$ cat src/rtl/fwl_pkg.sv
// Shared constants for the flowing-water-light design: key debounce FSM
// encoding and default timing used by the debouncer and the sequencer ticks.
package fwl_pkg;

  localparam int unsigned CLK_HZ  = 50_000_000;
  localparam int unsigned DB_MS   = 20;
  localparam int unsigned LONG_MS = 1000;

  localparam logic [1:0] ST_IDLE       = 2'd0;
  localparam logic [1:0] ST_PRESS_FILT = 2'd1;
  localparam logic [1:0] ST_HELD       = 2'd2;
  localparam logic [1:0] ST_REL_FILT   = 2'd3;

  // Registered output bundle of the debouncer.
  typedef struct packed {
    logic level;
    logic press;
    logic rel;
    logic long_hit;
  } key_evt_t;

  function automatic int ms_to_cycles(input int unsigned ms);
    return int'((CLK_HZ / 1000) * ms);
  endfunction

endpackage

$ cat src/rtl/sync_2ff.sv
// Generic two-flop synchroniser for asynchronous pins; the reset value lets
// each pin start at its own idle level.
module sync_2ff #(
  parameter int               WIDTH   = 1,
  parameter logic [WIDTH-1:0] RST_VAL = '0
) (
  input  logic             clk,
  input  logic             rst_n,
  input  logic [WIDTH-1:0] i_d,
  output logic [WIDTH-1:0] o_q
);

  logic [WIDTH-1:0] r_s1;
  logic [WIDTH-1:0] r_s2;

  // NOTE: async active-low reset in the sensitivity list; flops load the
  // pin's idle level so no false edge is seen when reset is released.
  always_ff @(posedge clk or negedge rst_n) begin
    if (!rst_n) begin
      r_s1 <= RST_VAL;
      r_s2 <= RST_VAL;
    end else begin
      // NOTE: non-blocking so r_s2 takes the old r_s1, giving two stages.
      r_s1 <= i_d;
      r_s2 <= r_s1;
    end
  end

  assign o_q = r_s2;

endmodule

$ cat src/rtl/key_debounce.sv
// Push-button conditioner: synchronise, counter-based bounce filter, and
// registered press / release / long-press pulses plus a debounced level.
module key_debounce
  import fwl_pkg::*;
#(
  parameter int DB_CYCLES      = ms_to_cycles(DB_MS),
  parameter int LONG_CYCLES    = ms_to_cycles(LONG_MS),
  parameter bit KEY_ACTIVE_LOW = 1'b1
) (
  input  logic clk,
  input  logic rst_n,
  input  logic key_in,
  output logic key_level,
  output logic key_press,
  output logic key_release,
  output logic key_long
);

  localparam int DB_W   = $clog2(DB_CYCLES);
  localparam int LONG_W = $clog2(LONG_CYCLES);

  localparam logic [DB_W-1:0]   DB_LAST   = DB_W'(DB_CYCLES - 1);
  localparam logic [LONG_W-1:0] HOLD_LAST = LONG_W'(LONG_CYCLES - 1);
  localparam logic [LONG_W-1:0] HOLD_PRE  = LONG_W'(LONG_CYCLES - 2);

  if (DB_CYCLES < 2) begin : g_chk_db
    $error("key_debounce: DB_CYCLES must be at least 2");
  end
  if (LONG_CYCLES <= DB_CYCLES) begin : g_chk_long
    $error("key_debounce: LONG_CYCLES must exceed DB_CYCLES");
  end

  logic              w_s2;
  logic              w_k;
  logic [1:0]        r_state;
  logic [1:0]        w_state_nxt;
  logic [DB_W-1:0]   r_db_cnt;
  logic [DB_W-1:0]   w_db_nxt;
  logic [LONG_W-1:0] r_hold_cnt;
  logic [LONG_W-1:0] w_hold_nxt;
  key_evt_t          r_evt;
  key_evt_t          w_evt_nxt;

  sync_2ff #(
    .WIDTH   (1),
    .RST_VAL (KEY_ACTIVE_LOW)
  ) u_sync (
    .clk   (clk),
    .rst_n (rst_n),
    .i_d   (key_in),
    .o_q   (w_s2)
  );

  // Active-high pressed indication; the FSM never looks at the raw pin.
  assign w_k = w_s2 ^ KEY_ACTIVE_LOW;

  always_comb begin
    // NOTE: every output of this block gets a default first, so no path
    // through the case leaves a signal unassigned and no latch is inferred.
    w_state_nxt = r_state;
    w_db_nxt    = r_db_cnt;
    w_hold_nxt  = r_hold_cnt;
    w_evt_nxt   = '0;

    case (r_state)
      ST_IDLE: begin
        if (w_k) begin
          w_state_nxt = ST_PRESS_FILT;
          w_db_nxt    = '0;
        end
      end

      ST_PRESS_FILT: begin
        if (!w_k) begin
          w_state_nxt = ST_IDLE;
        end else if (r_db_cnt == DB_LAST) begin
          w_state_nxt     = ST_HELD;
          w_hold_nxt      = '0;
          w_evt_nxt.press = 1'b1;
        end else begin
          w_db_nxt = r_db_cnt + 1'b1;
        end
      end

      ST_HELD: begin
        if (!w_k) begin
          w_state_nxt = ST_REL_FILT;
          w_db_nxt    = '0;
        end else if (r_hold_cnt != HOLD_LAST) begin
          // Saturating count; the pulse marks the one step onto the last value.
          w_hold_nxt         = r_hold_cnt + 1'b1;
          w_evt_nxt.long_hit = (r_hold_cnt == HOLD_PRE);
        end
      end

      ST_REL_FILT: begin
        // hold_cnt is deliberately untouched here so a release bounce only
        // pauses the long-press timer.
        if (w_k) begin
          w_state_nxt = ST_HELD;
        end else if (r_db_cnt == DB_LAST) begin
          w_state_nxt   = ST_IDLE;
          w_evt_nxt.rel = 1'b1;
        end else begin
          w_db_nxt = r_db_cnt + 1'b1;
        end
      end

      default: w_state_nxt = ST_IDLE;
    endcase

    w_evt_nxt.level = (w_state_nxt == ST_HELD) || (w_state_nxt == ST_REL_FILT);
  end

  always_ff @(posedge clk or negedge rst_n) begin
    if (!rst_n) begin
      r_state    <= ST_IDLE;
      r_db_cnt   <= '0;
      r_hold_cnt <= '0;
      r_evt      <= '0;
    end else begin
      r_state    <= w_state_nxt;
      r_db_cnt   <= w_db_nxt;
      r_hold_cnt <= w_hold_nxt;
      r_evt      <= w_evt_nxt;
    end
  end

  assign key_level   = r_evt.level;
  assign key_press   = r_evt.press;
  assign key_release = r_evt.rel;
  assign key_long    = r_evt.long_hit;

endmodule

$ cat config.mk
export PLATFORM = sky130hd
export DESIGN_NAME = key_debounce
export DESIGN_NICKNAME = d
export VERILOG_FILES = /design/src/rtl/fwl_pkg.sv /design/src/rtl/sync_2ff.sv /design/src/rtl/key_debounce.sv
export SDC_FILE = /design/constraint.sdc
export NUM_CORES = 1
export LEC_CHECK = 0
export BUFFER_PORTS_ARGS = -buffer_cell sky130_fd_sc_hd__buf_2
export CAP_MARGIN = 20
export CORE_MARGIN = 2
export CORE_UTILIZATION = 50
export CTS_CLUSTER_SIZE = 14
export DETAILED_ROUTE_END_ITERATION = 7
export PLACE_DENSITY_LB_ADDON = 0.1
export SETUP_SLACK_MARGIN = 0.02
export SYNTH_ARGS = -nofsm -noshare
export SYNTH_HDL_FRONTEND = slang
export SYNTH_SLANG_ARGS = --single-unit
$ cat constraint.sdc
create_clock -name clk -period 3 [get_ports clk]
set_clock_uncertainty 0.2 [all_clocks]
set_input_delay 0 -clock clk [delete_from_list [all_inputs] [get_ports clk]]
set_output_delay 0 -clock clk [all_outputs]
set_load 0.02 [all_outputs]
==> Yosys cells after proc, flatten, opt, wreduce, memory -nomap -nowiden <==
Index checks and enable logic that the tools add are counted.
{ "totals": {"in_bits": 3, "ff_bits": 54, "word_cells": 57} }
{ "op_classes": {"reduce_logical": 5, "muxes": 26, "add_sub_neg": 2, "n_eq_ne": 15} }
{ "ops": {"columns": ["cell", "count"], "rows": [
  ["$mux W26", 4],
  ["$mux W20", 5],
  ["$pmux W20 S4", 1],
  ["$pmux W26 S2", 1],
  ["$add A26 B1 Y26 const B", 1],
  ["$eq A26 B26 Y1 const B", 1],
  ["$ne A26 B26 Y1 const B", 1],
  ["$add A20 B1 Y20 const B", 1],
  ["$eq A20 B20 Y1 const B", 1],
  ["$mux W2", 6],
  ["$ne A2 B2 Y1 const B", 5],
  ["$eq A2 B2 Y1 const B", 4],
  ["$mux W1", 8],
  ["$pmux W2 S4", 1],
  ["$reduce_and A5 Y1", 1],
  ["$ne A2 B1 Y1 const B", 2],
  ["$reduce_and A4 Y1", 1],
  ["$eq A2 B1 Y1 const B", 1],
  ["$logic_not A2 Y1", 1],
  ["$reduce_bool A2 Y1", 1],
  ["$logic_or A1 B1 Y1", 1]
]} }

==> Logic depth before layout (Yosys ltp) <==
Gate-level depths: netlist of the first run.
{ "logic_depth": {"word_depth": 6, "depth_mapped": 8, "mapped_depth_nobuf": 7} }

==> Cells and area by module <==
Synthesis of the first run repeated with hierarchy kept, for this count alone.
{ "hier_totals": {"hier_cells": 311, "area_unflattened_um2": 2884.0} }
{ "modules_own_cells": {"columns": ["module", "cells_per_inst", "area_each_um2", "instances"], "rows": [
  ["key_debounce", 309, 2831.5, 1],
  ["sync_2ff", 2, 52.6, 1]
]} }

==> Least setup slack after synthesis of the first run <==
Ideal clock, no wire load.
{ "synth_timing": {"kind": "reg2reg", "start": "register r_db_cnt[0]", "end": "register r_hold_cnt[2]", "t_arrival_ns": 2.149, "slack_ns": 0.527, "n_path_buf": 2, "period_less_slack_ns": 2.473, "stages_incl_launch_ff": 9, "path_cell_list": "dfrtp_1 -> ha_1 -> nand3_1 -> or2_1 -> or4_4 -> and2_1 -> buf_6 -> buf_6 -> a211o_1"} }
{ "synth_via": {"elab_chain_cells": 3} }
{ "synth_lines": {"columns": ["item", "line_no", "rtl"], "rows": [
  ["from (decl)", "key_debounce.sv:37", "logic [DB_W-1:0] r_db_cnt;"],
  ["from (signal assigned)", "key_debounce.sv:123", "r_db_cnt <= w_db_nxt;"],
  ["$eq A20 B20 Y1", "key_debounce.sv:76", "end else if (r_db_cnt == DB_LAST) begin"],
  ["$ne A2 B2 Y1 (no source line)", null, null],
  ["$reduce_and A5 Y1 (no source line)", null, null],
  ["to (signal assigned)", "key_debounce.sv:124", "r_hold_cnt <= w_hold_nxt;"],
  ["to (decl)", "key_debounce.sv:39", "logic [LONG_W-1:0] r_hold_cnt;"]
]} }
Every way passes these cells.
A chain may end at the register's enable or synchronous reset.

==> Final worst setup path of the first run <==
{ "layout_timing": {"start": "register r_db_cnt[0]", "end": "register r_hold_cnt[24]"} }
The elaborated chain is that of the path after synthesis.

==> metrics.txt, run 1 <==
# TYPE chip_impl_metric gauge
chip_impl_metric{name="final_util",unit=""} 0.5641
chip_impl_metric{name="timing.hold.ws",unit="ps"} 88.96
chip_impl_metric{name="netlist-cell-type-count",unit=""} 49
chip_impl_metric{name="grt-ovfl-total",unit=""} 0
chip_impl_metric{name="h-tree-depth",unit=""} 2
chip_impl_metric{name="seqCellArea",unit="um2"} 1329
chip_impl_metric{name="initial_antenna_violation_count",unit=""} 0
chip_impl_info{name="synth_top_cells_by_area",value="sky130_fd_sc_hd__dfrtp_1, sky130_fd_sc_hd__nand2_1, sky130_fd_sc_hd__a211o_1, sky130_fd_sc_hd__and3_1, sky130_fd_sc_hd__nand4_1"} 1
chip_impl_metric{name="post_route_cells_drive_above_1_share",unit=""} 0.09598
chip_impl_metric{name="port_buffers",unit=""} 6
chip_impl_metric{name="synth_enable_flop_cells",unit=""} 0
chip_impl_metric{name="maxSlewViolCount",unit=""} 0
chip_impl_metric{name="final_hold_viol_count",unit=""} 0
chip_impl_metric{name="floorplan.rows",unit=""} 27
chip_impl_metric{name="die_x",unit="um"} 79.88
chip_impl_metric{name="fin_crit",unit="ps"} 2727
chip_impl_metric{name="maximum_number_of_pins_on_one_net_before_global_route_repair",unit=""} 38
chip_impl_info{name="synth_ff_type",value="sky130_fd_sc_hd__dfrtp_1"} 1
chip_impl_info{name="worstHoldPathType",value="in -> async"} 1
chip_impl_metric{name="drt-wirelength-per-cell",unit="um"} 15.68
chip_impl_metric{name="finish.instance_area",unit="um2"} 3126
chip_impl_metric{name="warning_count_from_the_yosys_run",unit=""} 0
chip_impl_metric{name="crit_buf_inv",unit=""} 0
chip_impl_metric{name="insertedDiodeCount",unit=""} 0
chip_impl_metric{name="worst_skew_pair.late_latency",unit="ps"} 300
chip_impl_metric{name="drt-initial-drc-count",unit=""} 225
chip_impl_metric{name="vias_per_cell",unit=""} 6.033
chip_impl_info{name="most_numerous_cell_in_the_yosys_netlist",value="sky130_fd_sc_hd__dfrtp_1"} 1
chip_impl_metric{name="floorplan.core_area",unit="um2"} 5540
chip_impl_metric{name="via_count_of_the_first_global_routing_pass",unit=""} 2309
chip_impl_metric{name="worst_slew_pin_slew",unit="ps"} 775.6
chip_impl_metric{name="clock-sinks",unit=""} 53
chip_impl_metric{name="total_die_area",unit="um2"} 6381
chip_impl_metric{name="power_per_cell_area",unit="nW/um2"} 388.0
chip_impl_info{name="endpoint_class_of_the_critical_path",value="flop"} 1
chip_impl_metric{name="asyncSetResetFlopFracSynth",unit=""} 1.000
chip_impl_metric{name="dp_hpwl",unit="um"} 4188
chip_impl_metric{name="grt_pass1_wl",unit="um"} 10920
chip_impl_info{name="worst_path_dominant_cell_family",value="simple AND/OR/NAND/NOR gates"} 1
chip_impl_info{name="post_synthesis_cell_type_with_the_largest_combined_area",value="sky130_fd_sc_hd__dfrtp_1"} 1
chip_impl_metric{name="design.final.nets",unit=""} 328
chip_impl_info{name="clock_root_cell",value="sky130_fd_sc_hd__clkbuf_8"} 1
chip_impl_metric{name="timing.fmax",unit="MHz"} 366.7
chip_impl_metric{name="finalWeightedCongestion",unit=""} 0.7976
chip_impl_info{name="tritoncts",value="done"} 1
chip_impl_metric{name="flow.area_growth_from_synthesis",unit="%"} 8.562
chip_impl_metric{name="totalWireLength",unit="um"} 6194
chip_impl_info{name="crit_chain",value="ha_1 -> nand3_1 -> or2_1 -> or4_4 -> and2_1 -> a211o_1"} 1
chip_impl_metric{name="global_route.usage.total",unit=""} 0.2136
chip_impl_info{name="timing.critical_path.from_type",value="flop"} 1
chip_impl_metric{name="share_of_the_synthesized_area_in_the_top_cell_type",unit=""} 0.4433
chip_impl_metric{name="tns",unit="ps"} 0
chip_impl_metric{name="dpl-instance-area",unit="um2"} 2994
chip_impl_metric{name="cellLeakagePower",unit="nW"} 1.438
chip_impl_metric{name="cts_made_buffers",unit=""} 5
chip_impl_metric{name="antenna_left",unit=""} 0
chip_impl_info{name="setup_crit_path_kind",value="reg -> reg"} 1
chip_impl_metric{name="critPathMaxStageDelay",unit="ps"} 520
chip_impl_metric{name="multiInputGateArea",unit="um2"} 1451
chip_impl_metric{name="worst_setup_hold_path_clk_slew",unit="ps"} 100
chip_impl_metric{name="post_cts.resized_instances",unit=""} 0
chip_impl_info{name="grt_setup_unrepaired",value="no"} 1
chip_impl_metric{name="area_of_the_mapped_netlist",unit="um2"} 2879
chip_impl_metric{name="slew-limit-headroom",unit=""} 0.4812
chip_impl_info{name="result_of_the_run",value="finished clean"} 1
chip_impl_metric{name="avgSynthCellArea",unit="um2"} 9.317
chip_impl_metric{name="io-pin-count",unit=""} 7
chip_impl_metric{name="dr.pass1.iters",unit=""} 4
chip_impl_metric{name="layout_worst_path_cycle_share",unit=""} 0.9090
chip_impl_metric{name="floorplan.initialDensity",unit=""} 0.5196
chip_impl_metric{name="cap_violations",unit=""} 0
chip_impl_metric{name="synth.ff_latch_count",unit=""} 53
chip_impl_metric{name="cp_max_fo",unit=""} 18
chip_impl_metric{name="worstPathRequired",unit="ps"} 2990
chip_impl_metric{name="final-setup-viol-count",unit=""} 0
chip_impl_metric{name="route.detailed.drc",unit=""} 0
chip_impl_metric{name="fp.dieH",unit="um"} 79.88
chip_impl_metric{name="critical_path_arrival",unit="ps"} 2720
chip_impl_metric{name="num-fill-cells",unit=""} 518
chip_impl_metric{name="register_area_share_after_synthesis",unit=""} 0.4615
chip_impl_metric{name="synth_nets",unit=""} 315
chip_impl_info{name="post_synth_most_frequent_cells",value="sky130_fd_sc_hd__dfrtp_1, sky130_fd_sc_hd__nand2_1, sky130_fd_sc_hd__nor2_1"} 1
chip_impl_info{name="critical_path.slowest_cell",value="sky130_fd_sc_hd__or4_4"} 1
chip_impl_metric{name="irDropWorstVdd",unit="mV"} 0.1977
chip_impl_metric{name="cts_buffer_depth",unit=""} 2
chip_impl_metric{name="via_count",unit=""} 2383
chip_impl_metric{name="postSynthCellCount",unit=""} 309
power breakdown:
group	leakage (nW)	switching, mW	internal, mW
Combinational	0.655	0.0297	0.0138
Clock	0.0542	0.229	0.209
Sequential	0.729	0.00888	0.722
Total	1.44	0.268	0.945
logic make-up after synthesis:
group	after synthesis	share of synthesized area
simple gates	152	0.2907
buf+inv	20	0.03433
fa+ha+maj	3	0.01304
flops	53	0.4615
xor+xnor	8	0.02434
compound gates	73	0.1760
worst paths after layout:
kind | cells past startpoint | slack (ps) | end | from
min in group clk | 2 | 140 | u_sync.r_s1 | key_in
max in group asynchronous | 3 | 1450 | r_hold_cnt[9] | rst_n
min reg2reg | 0 | 160 | u_sync.o_q | u_sync.r_s1
max | 6 | 270 | r_hold_cnt[24] | r_db_cnt[0]
max reg2reg | 6 | 270 | r_hold_cnt[24] | r_db_cnt[0]
min | 3 | 90 | r_hold_cnt[3] | rst_n
metal layers:
layer	routed length (um)	GRT usage
met1	2963	0.2764
met4	41	0.04576
met5	0	0
met2	3027	0.3758
met3	161	0.03394
area by class of cell:
cell class,count,share of cell area
multi-input combinational,236,0.4644
sequential,53,0.4251
timing repair buffer,17,0.03843
clock buffer,7,0.03082
tap,72,0.02882
inverter,9,0.01081
clock inverter,1,0.001601
flip-flops by register name, indices dropped and copies added, names as in the netlist:
signal	count
key_release	1
u_sync.r_s1	1
u_sync.o_q	1
r_db_cnt	20
key_long	1
r_hold_cnt	26
r_state	1
key_press	1
key_level	1
worst reg2reg max path: cells and delay by family, from the launching register on:
kind | cells | cell delay (ps)
AOI/OAI and AO/OA | 1 | 400
adders and majority gates | 1 | 210
DFF | 1 | 410
and+or+nand+nor | 4 | 1410
placed cells by master, fill, tap and decap left out, types with 3 or more instances in the layout:
cell and n:
sky130_fd_sc_hd__nor3_1 13, sky130_fd_sc_hd__dlygate4sd3_1 3, sky130_fd_sc_hd__or3_1 9, sky130_fd_sc_hd__o21ai_0 15, sky130_fd_sc_hd__dfrtp_1 51, sky130_fd_sc_hd__a21o_1 4
sky130_fd_sc_hd__and3_1 15, sky130_fd_sc_hd__nor2_1 21, sky130_fd_sc_hd__inv_1 9, sky130_fd_sc_hd__buf_2 6, sky130_fd_sc_hd__nand3_1 13, sky130_fd_sc_hd__and4_1 4
sky130_fd_sc_hd__a31oi_1 6, sky130_fd_sc_hd__a21oi_1 18, sky130_fd_sc_hd__buf_4 8, sky130_fd_sc_hd__ha_1 3, sky130_fd_sc_hd__nand3b_1 3, sky130_fd_sc_hd__nand2_1 31
sky130_fd_sc_hd__clkbuf_8 7, sky130_fd_sc_hd__xnor2_1 6, sky130_fd_sc_hd__nand4_1 15, sky130_fd_sc_hd__nor4_1 6, sky130_fd_sc_hd__o41ai_1 3, sky130_fd_sc_hd__nand2b_1 3
sky130_fd_sc_hd__or4_1 5, sky130_fd_sc_hd__a211o_1 11
per-stage QoR:
| stage | setup WS (ps) | total power, mW | cells |
|---|---|---|---|
| 6_report | 273.1 | 1.213 | 395 |
| 5_1_grt | 105.4 | 1.261 | 395 |
| 4_1_cts | 259.0 | 1.232 | 395 |
| 3_5_place_dp | 283.8 | 0.7863 | 384 |
| 3_3_place_gp | 324.4 | 0.7852 | 384 |
| 2_1_floorplan | 527.0 | 0.7612 | 309 |
repair_timing:
action / in CTS / in global routing
hold buffers: 3 / 0
endpoints found under the hold margin: 52 / 0
buffers inserted: 0 / 0
Power figures use the tool's default switching activity.
==> run 2, diff against run 1 <==
- CORE_UTILIZATION: 50 -> 30
==> run 2 against run 1 <==
Utilization fell by 22 points; wire length rose by 12%; clock power fell by 10%; first-iteration DRC count fell by 41%; sequential power barely moved; flip-flop and latch count did not move; worst hold slack improved by 56 ps; total power fell by 3.5%; critical path depth did not move; critical path type unchanged; critical endpoint is now r_hold_cnt[21].
==> metrics.txt, run 2 (synthesis gave the netlist of run 1 again) <==
# TYPE chip_impl_metric gauge
chip_impl_metric{name="antenna_left",unit=""} 0
chip_impl_metric{name="netSwitchingFraction",unit=""} 0.2375
chip_impl_metric{name="cts_buffer_depth",unit=""} 2
chip_impl_metric{name="irDropWorstVdd",unit="mV"} 0.1346
chip_impl_metric{name="worstPathRequired",unit="ps"} 2990
chip_impl_metric{name="flow.area_growth_from_synthesis",unit="%"} 10.78
chip_impl_metric{name="largest_register_ffs",unit=""} 26
chip_impl_metric{name="slew-limit-headroom",unit=""} 0.5017
chip_impl_metric{name="final-setup-viol-count",unit=""} 0
chip_impl_info{name="tritoncts",value="done"} 1
chip_impl_metric{name="grt_pass1_wl",unit="um"} 11870
chip_impl_info{name="final_common_cell",value="sky130_fd_sc_hd__dfrtp_1"} 1
chip_impl_metric{name="insertedDiodeCount",unit=""} 0
chip_impl_metric{name="io-pin-count",unit=""} 7
chip_impl_metric{name="design.final.nets",unit=""} 329
chip_impl_metric{name="via_count",unit=""} 2427
chip_impl_metric{name="fp.dieH",unit="um"} 102.0
chip_impl_metric{name="cts_made_buffers",unit=""} 5
chip_impl_metric{name="cellLeakagePower",unit="nW"} 1.434
chip_impl_metric{name="total_die_area",unit="um2"} 10400
chip_impl_metric{name="floorplan.initialDensity",unit=""} 0.3101
chip_impl_info{name="endpoint_class_of_the_critical_path",value="flop"} 1
chip_impl_metric{name="floorplan.core_area",unit="um2"} 9284
chip_impl_metric{name="maxSlewViolCount",unit=""} 0
chip_impl_metric{name="power_per_cell_area",unit="nW/um2"} 367.1
chip_impl_metric{name="grt-ovfl-total",unit=""} 0
chip_impl_metric{name="dp_hpwl",unit="um"} 4745
chip_impl_metric{name="global_route.usage.total",unit=""} 0.1442
chip_impl_info{name="timing.critical_path.from_type",value="flop"} 1
chip_impl_metric{name="route.detailed.drc",unit=""} 0
chip_impl_metric{name="post_route_cells_drive_above_1_share",unit=""} 0.09317
chip_impl_info{name="clock_root_cell",value="sky130_fd_sc_hd__clkbuf_8"} 1
chip_impl_info{name="grt_setup_unrepaired",value="no"} 1
chip_impl_metric{name="h-tree-depth",unit=""} 2
chip_impl_metric{name="timing.fmax",unit="MHz"} 366.6
chip_impl_info{name="setup_crit_path_kind",value="reg -> reg"} 1
chip_impl_metric{name="seqPwrFrac",unit=""} 0.624
chip_impl_metric{name="p_sw",unit="uW"} 278.1
chip_impl_metric{name="die_x",unit="um"} 102.0
chip_impl_metric{name="cp_max_fo",unit=""} 18
chip_impl_metric{name="post_cts.resized_instances",unit=""} 0
chip_impl_info{name="layout_common_cells",value="sky130_fd_sc_hd__dfrtp_1, sky130_fd_sc_hd__nand2_1, sky130_fd_sc_hd__nor2_1"} 1
chip_impl_metric{name="fin_crit",unit="ps"} 2728
chip_impl_info{name="max_flop_register",value="r_hold_cnt"} 1
chip_impl_metric{name="drt-initial-drc-count",unit=""} 133
chip_impl_metric{name="tns",unit="ps"} 0
chip_impl_metric{name="layout_worst_path_cycle_share",unit=""} 0.9093
chip_impl_metric{name="final_hold_viol_count",unit=""} 0
chip_impl_info{name="result_of_the_run",value="finished clean"} 1
chip_impl_metric{name="maximum_number_of_pins_on_one_net_before_global_route_repair",unit=""} 45
chip_impl_metric{name="port_buffers",unit=""} 6
chip_impl_metric{name="worst_slew_pin_slew",unit="ps"} 747.4
chip_impl_metric{name="dpl-instance-area",unit="um2"} 3065
chip_impl_metric{name="finalWeightedCongestion",unit=""} 0.7579
chip_impl_metric{name="dr.pass1.iters",unit=""} 4
chip_impl_metric{name="totalWireLength",unit="um"} 6909
chip_impl_metric{name="postCtsSetupRepairBufs",unit=""} 0
chip_impl_metric{name="floorplan.rows",unit=""} 35
chip_impl_metric{name="clock_group_share_of_total_power",unit=""} 0.337
chip_impl_metric{name="cap_violations",unit=""} 0
chip_impl_metric{name="critical_path_arrival",unit="ps"} 2720
chip_impl_metric{name="cts_hold_repair.buffers",unit=""} 2
chip_impl_metric{name="vias_per_cell",unit=""} 5.381
chip_impl_metric{name="internal_power",unit="uW"} 892.7
chip_impl_metric{name="via_count_of_the_first_global_routing_pass",unit=""} 2286
chip_impl_metric{name="worst_setup_hold_path_clk_slew",unit="ps"} 110
chip_impl_metric{name="drt-wirelength-per-cell",unit="um"} 15.32
chip_impl_metric{name="initial_antenna_violation_count",unit=""} 0
chip_impl_metric{name="clock-sinks",unit=""} 53
chip_impl_info{name="largestRegisters",value="r_hold_cnt x26, r_db_cnt x20"} 1
chip_impl_metric{name="pwr-share-comb",unit=""} 0.039
chip_impl_info{name="worstHoldPathType",value="in -> reg"} 1
chip_impl_metric{name="finish.instance_area",unit="um2"} 3189
chip_impl_metric{name="worst_skew_pair.late_latency",unit="ps"} 310
==> run 2: cell count changes in the layout (fill, tap and decap cells not counted), sizes merged <==
cell | previous run | this run
clkbuf | 7 | 5
buf | 14 | 15
==> run 2: stage by stage <==
stage | power, mW | setup WS (ps) | util | hold WS (ps) | cells
after floorplan | 0.7612 | 527.0 | - | -495.6 | 309
after global placement | 0.7874 | 303.8 | 0.3302 | -92.79 | 441
after detailed placement | 0.7869 | 292.4 | 0.3302 | -91.37 | 441
after CTS | 1.186 | 265.7 | 0.3403 | 136.6 | 449
after global routing | 1.229 | 96.74 | 0.3435 | 133.8 | 451
final | 1.171 | 272.2 | 0.3435 | 144.5 | 451
==> run 2: power by group through the flow <==
| stage | clock network [mW] | logic, mW | registers [mW] |
|---|---|---|---|
| after floorplan | 0 | 0.0183 | 0.743 |
| after global placement | 0 | 0.0424 | 0.745 |
| after detailed placement | 0 | 0.0417 | 0.745 |
| after CTS | 0.411 | 0.0438 | 0.731 |
| after global routing | 0.442 | 0.0549 | 0.733 |
| final | 0.394 | 0.0457 | 0.731 |
==> run 2: cell type report <==
class	instances	area (um2)
Fill cell	991	6095
Clock buffer	5	68.82
Timing Repair Buffer	18	140.1
Tap cell	129	161.4
Clock inverter	1	5.005
Inverter	9	33.78
Multi-Input combinational cell	236	1451
Sequential cell	53	1329
==> run 2: final timing paths <==
kind	start	endpoint	slack [ps]	cells past startpoint
setup / recovery	r_db_cnt[0]	r_hold_cnt[21]	270	6
hold / removal	key_in	u_sync.r_s1	140	2
setup reg to reg	r_db_cnt[0]	r_hold_cnt[21]	270	6
hold reg to reg	u_sync.r_s1	u_sync.o_q	160	0
max in group asynchronous	rst_n	r_hold_cnt[15]	1640	4
min in group asynchronous	rst_n	r_db_cnt[5]	460	3
==> run 2: critical path: stages, from the launching register on <==
cell and delay [ps]:
sky130_fd_sc_hd__dfrtp_1 420, sky130_fd_sc_hd__ha_1 200, sky130_fd_sc_hd__nand3_1 150, sky130_fd_sc_hd__or2_1 310
sky130_fd_sc_hd__or4_4 520, sky130_fd_sc_hd__and2_1 420, sky130_fd_sc_hd__a211o_1 380
==> run 2: layer usage <==
layer / track usage / up-vias / wire [um] / share of wire
met5: 0 / - / 0 / 0
met4: 0.03795 / 0 / 89 / 0.013
met3: 0.02257 / 7 / 206 / 0.030
met2: 0.2323 / 40 / 3239 / 0.47
met1: 0.2029 / 1179 / 3372 / 0.49
li1: - / 1201 / - / -
==> run 3, diff against run 2 <==
- CAP_MARGIN: 20 -> 0
- clock period: 3 -> 3.54 ns (I/O delays scaled with it)
==> run 3 against run 2 <==
First-iteration DRC count is 30% lower; critical path depth stayed put; worst setup slack better by 500 ps; worst hold slack worse by 7.8 ps; combinational power is 23% lower.
==> metrics.txt, run 3 (synthesis gave the netlist of run 1 again) <==
# TYPE chip_impl_metric gauge
chip_impl_metric{name="dr.pass1.iters",unit=""} 4
chip_impl_metric{name="post_cts.resized_instances",unit=""} 0
chip_impl_metric{name="cap_violations",unit=""} 0
chip_impl_metric{name="finish.instance_area",unit="um2"} 3142
chip_impl_info{name="max_flop_register",value="r_hold_cnt"} 1
chip_impl_metric{name="fin_crit",unit="ps"} 2769
chip_impl_metric{name="tns",unit="ps"} 0
chip_impl_info{name="crit_chain",value="ha_1 -> nand3_1 -> or2_1 -> or4_4 -> and2_1 -> a211o_1"} 1
chip_impl_metric{name="grt-ovfl-total",unit=""} 0
chip_impl_metric{name="initial_antenna_violation_count",unit=""} 0
chip_impl_metric{name="worst_slew_pin_slew",unit="ps"} 1021
chip_impl_metric{name="die_x",unit="um"} 102.0
chip_impl_metric{name="io-pin-count",unit=""} 7
chip_impl_metric{name="critical_path_arrival",unit="ps"} 2760
chip_impl_info{name="result_of_the_run",value="finished clean"} 1
chip_impl_metric{name="post_route_cells_drive_above_1_share",unit=""} 0.07886
chip_impl_info{name="r2r_start",value="r_db_cnt[0]"} 1
chip_impl_info{name="gr-max-usage-layer",value="met2"} 1
chip_impl_info{name="worst_path_dominant_cell_family",value="simple AND/OR/NAND/NOR gates"} 1
chip_impl_metric{name="irDropWorstVdd",unit="mV"} 0.1316
chip_impl_metric{name="maximum_number_of_pins_on_one_net_before_global_route_repair",unit=""} 45
chip_impl_metric{name="grt_pass1_wl",unit="um"} 11780
chip_impl_metric{name="met1_track_demand_over_resource_in_global_routing",unit=""} 0.1926
chip_impl_metric{name="cp_max_fo",unit=""} 18
chip_impl_metric{name="cp_num_cells",unit=""} 6
chip_impl_metric{name="num-fill-cells",unit=""} 966
chip_impl_metric{name="dpl-instance-area",unit="um2"} 3035
chip_impl_metric{name="largest_register_ffs",unit=""} 26
chip_impl_metric{name="vias_per_cell",unit=""} 5.372
chip_impl_metric{name="insertedDiodeCount",unit=""} 0
chip_impl_metric{name="layout_worst_path_cycle_share",unit=""} 0.7821
chip_impl_metric{name="drt-wirelength-per-cell",unit="um"} 15.26
chip_impl_info{name="endpoint_class_of_the_critical_path",value="flop"} 1
chip_impl_metric{name="floorplan.rows",unit=""} 35
chip_impl_info{name="timing.critical_path.from_type",value="flop"} 1
chip_impl_metric{name="totalWireLength",unit="um"} 6806
chip_impl_metric{name="slew-limit-headroom",unit=""} 0.3190
chip_impl_metric{name="dp_hpwl",unit="um"} 4569
chip_impl_info{name="grt_setup_unrepaired",value="no"} 1
chip_impl_metric{name="cts_buffer_depth",unit=""} 2
chip_impl_metric{name="final_hold_viol_count",unit=""} 0
chip_impl_metric{name="worst_skew_pair.late_latency",unit="ps"} 310
chip_impl_metric{name="global_route.usage.total",unit=""} 0.1433
chip_impl_info{name="setup_crit_path_kind",value="reg -> reg"} 1
chip_impl_metric{name="total_power",unit="mW"} 1.007
chip_impl_metric{name="via_count_of_the_first_global_routing_pass",unit=""} 2335
chip_impl_metric{name="cellLeakagePower",unit="nW"} 1.405
chip_impl_metric{name="critPathMaxStageDelay",unit="ps"} 530
chip_impl_metric{name="use_met3",unit=""} 0.02257
chip_impl_metric{name="via_count",unit=""} 2396
chip_impl_info{name="worstHoldPathType",value="in -> reg"} 1
chip_impl_metric{name="power_per_cell_area",unit="nW/um2"} 320.4
chip_impl_metric{name="flow.area_growth_from_synthesis",unit="%"} 9.126
chip_impl_metric{name="design.final.nets",unit=""} 323
chip_impl_metric{name="worst_r2r_path_depth",unit=""} 6
chip_impl_metric{name="worstPathRequired",unit="ps"} 3530
chip_impl_metric{name="worst_setup_hold_path_clk_slew",unit="ps"} 100
chip_impl_metric{name="timing.hold.ws",unit="ps"} 136.7
chip_impl_metric{name="crit_buf_inv",unit=""} 0
chip_impl_metric{name="floorplan.initialDensity",unit=""} 0.3101
chip_impl_metric{name="maxSlewViolCount",unit=""} 0
chip_impl_metric{name="use_met2",unit=""} 0.2379
chip_impl_metric{name="final-setup-viol-count",unit=""} 0
chip_impl_metric{name="clock-sinks",unit=""} 53
chip_impl_info{name="clock_root_cell",value="sky130_fd_sc_hd__clkbuf_8"} 1
chip_impl_metric{name="cts_made_buffers",unit=""} 5
chip_impl_metric{name="port_buffers",unit=""} 6
chip_impl_metric{name="finalWeightedCongestion",unit=""} 0.8044
chip_impl_metric{name="timing.reg2reg.setup_slack",unit="ps"} 770
chip_impl_info{name="final_common_cell",value="sky130_fd_sc_hd__dfrtp_1"} 1
chip_impl_metric{name="floorplan.core_area",unit="um2"} 9284
chip_impl_info{name="timing.rr.end",value="r_hold_cnt[18]"} 1
chip_impl_info{name="layout_common_cells",value="sky130_fd_sc_hd__dfrtp_1, sky130_fd_sc_hd__nand2_1, sky130_fd_sc_hd__nor2_1"} 1
chip_impl_info{name="critPathLaunch",value="r_db_cnt[0]"} 1
chip_impl_info{name="critical_path.slowest_cell",value="sky130_fd_sc_hd__or4_4"} 1
chip_impl_metric{name="h-tree-depth",unit=""} 2
chip_impl_metric{name="route.detailed.drc",unit=""} 0
chip_impl_metric{name="timing.fmax",unit="MHz"} 361.2
chip_impl_metric{name="antenna_left",unit=""} 0
chip_impl_info{name="tritoncts",value="done"} 1
chip_impl_info{name="largestRegisters",value="r_hold_cnt x26, r_db_cnt x20"} 1
chip_impl_metric{name="total_die_area",unit="um2"} 10400
chip_impl_metric{name="drt-initial-drc-count",unit=""} 93
chip_impl_info{name="cp-endpoint",value="r_hold_cnt[18]"} 1
chip_impl_metric{name="fp.dieH",unit="um"} 102.0
-- run 3: area by class of cell --
| type | instances | area [um2] | share of cell area |
|---|---|---|---|
| Sequential cell | 53 | 1329 | 0.4229 |
| Inverter | 9 | 33.78 | 0.01075 |
| Clock buffer | 7 | 86.33 | 0.02748 |
| Multi-Input combinational cell | 236 | 1451 | 0.4620 |
| Tap cell | 129 | 161.4 | 0.05137 |
| Timing Repair Buffer | 12 | 80.08 | 0.02549 |
-- run 3: layer usage --
layer	part of all wire	routed length [um]
met1	0.49	3316
met2	0.48	3270
met3	0.018	122
met4	0.014	97
met5	0	0
-- run 3: what timing repair did --
item	4_1_cts	5_1_grt
hold endpoints to repair	42	0
setup endpoints to repair	0	0
buffers inserted	0	0
hold buffers	2	0
-- run 3: through the flow --
step / util / cells / setup WS [ps]
after global placement: 0.3270 / 437 / 742.8
after global routing: 0.3384 / 446 / 627.6
after CTS: 0.3384 / 446 / 766.1
after detailed placement: 0.3270 / 437 / 790.5
final: 0.3384 / 446 / 771.4
after floorplan: - / 309 / 1067
-- run 3: worst min path at each step --
stage | from | endpoint | slack, ps | cells after the start
3_5_place_dp | key_in | u_sync.r_s1 | -90 | 1
5_1_grt | key_in | u_sync.r_s1 | 120 | 2
2_1_floorplan | rst_n | key_level | -500 | 0
6_report | key_in | u_sync.r_s1 | 140 | 2
3_3_place_gp | key_in | u_sync.r_s1 | -90 | 1
4_1_cts | key_in | u_sync.r_s1 | 120 | 2
-- run 3: report_power, final --
group	switching, mW	internal, mW	leakage, nW
clock network	0.196	0.156	0.0443
logic	0.0249	0.0102	0.632
registers	0.00783	0.612	0.729
total	0.229	0.778	1.41
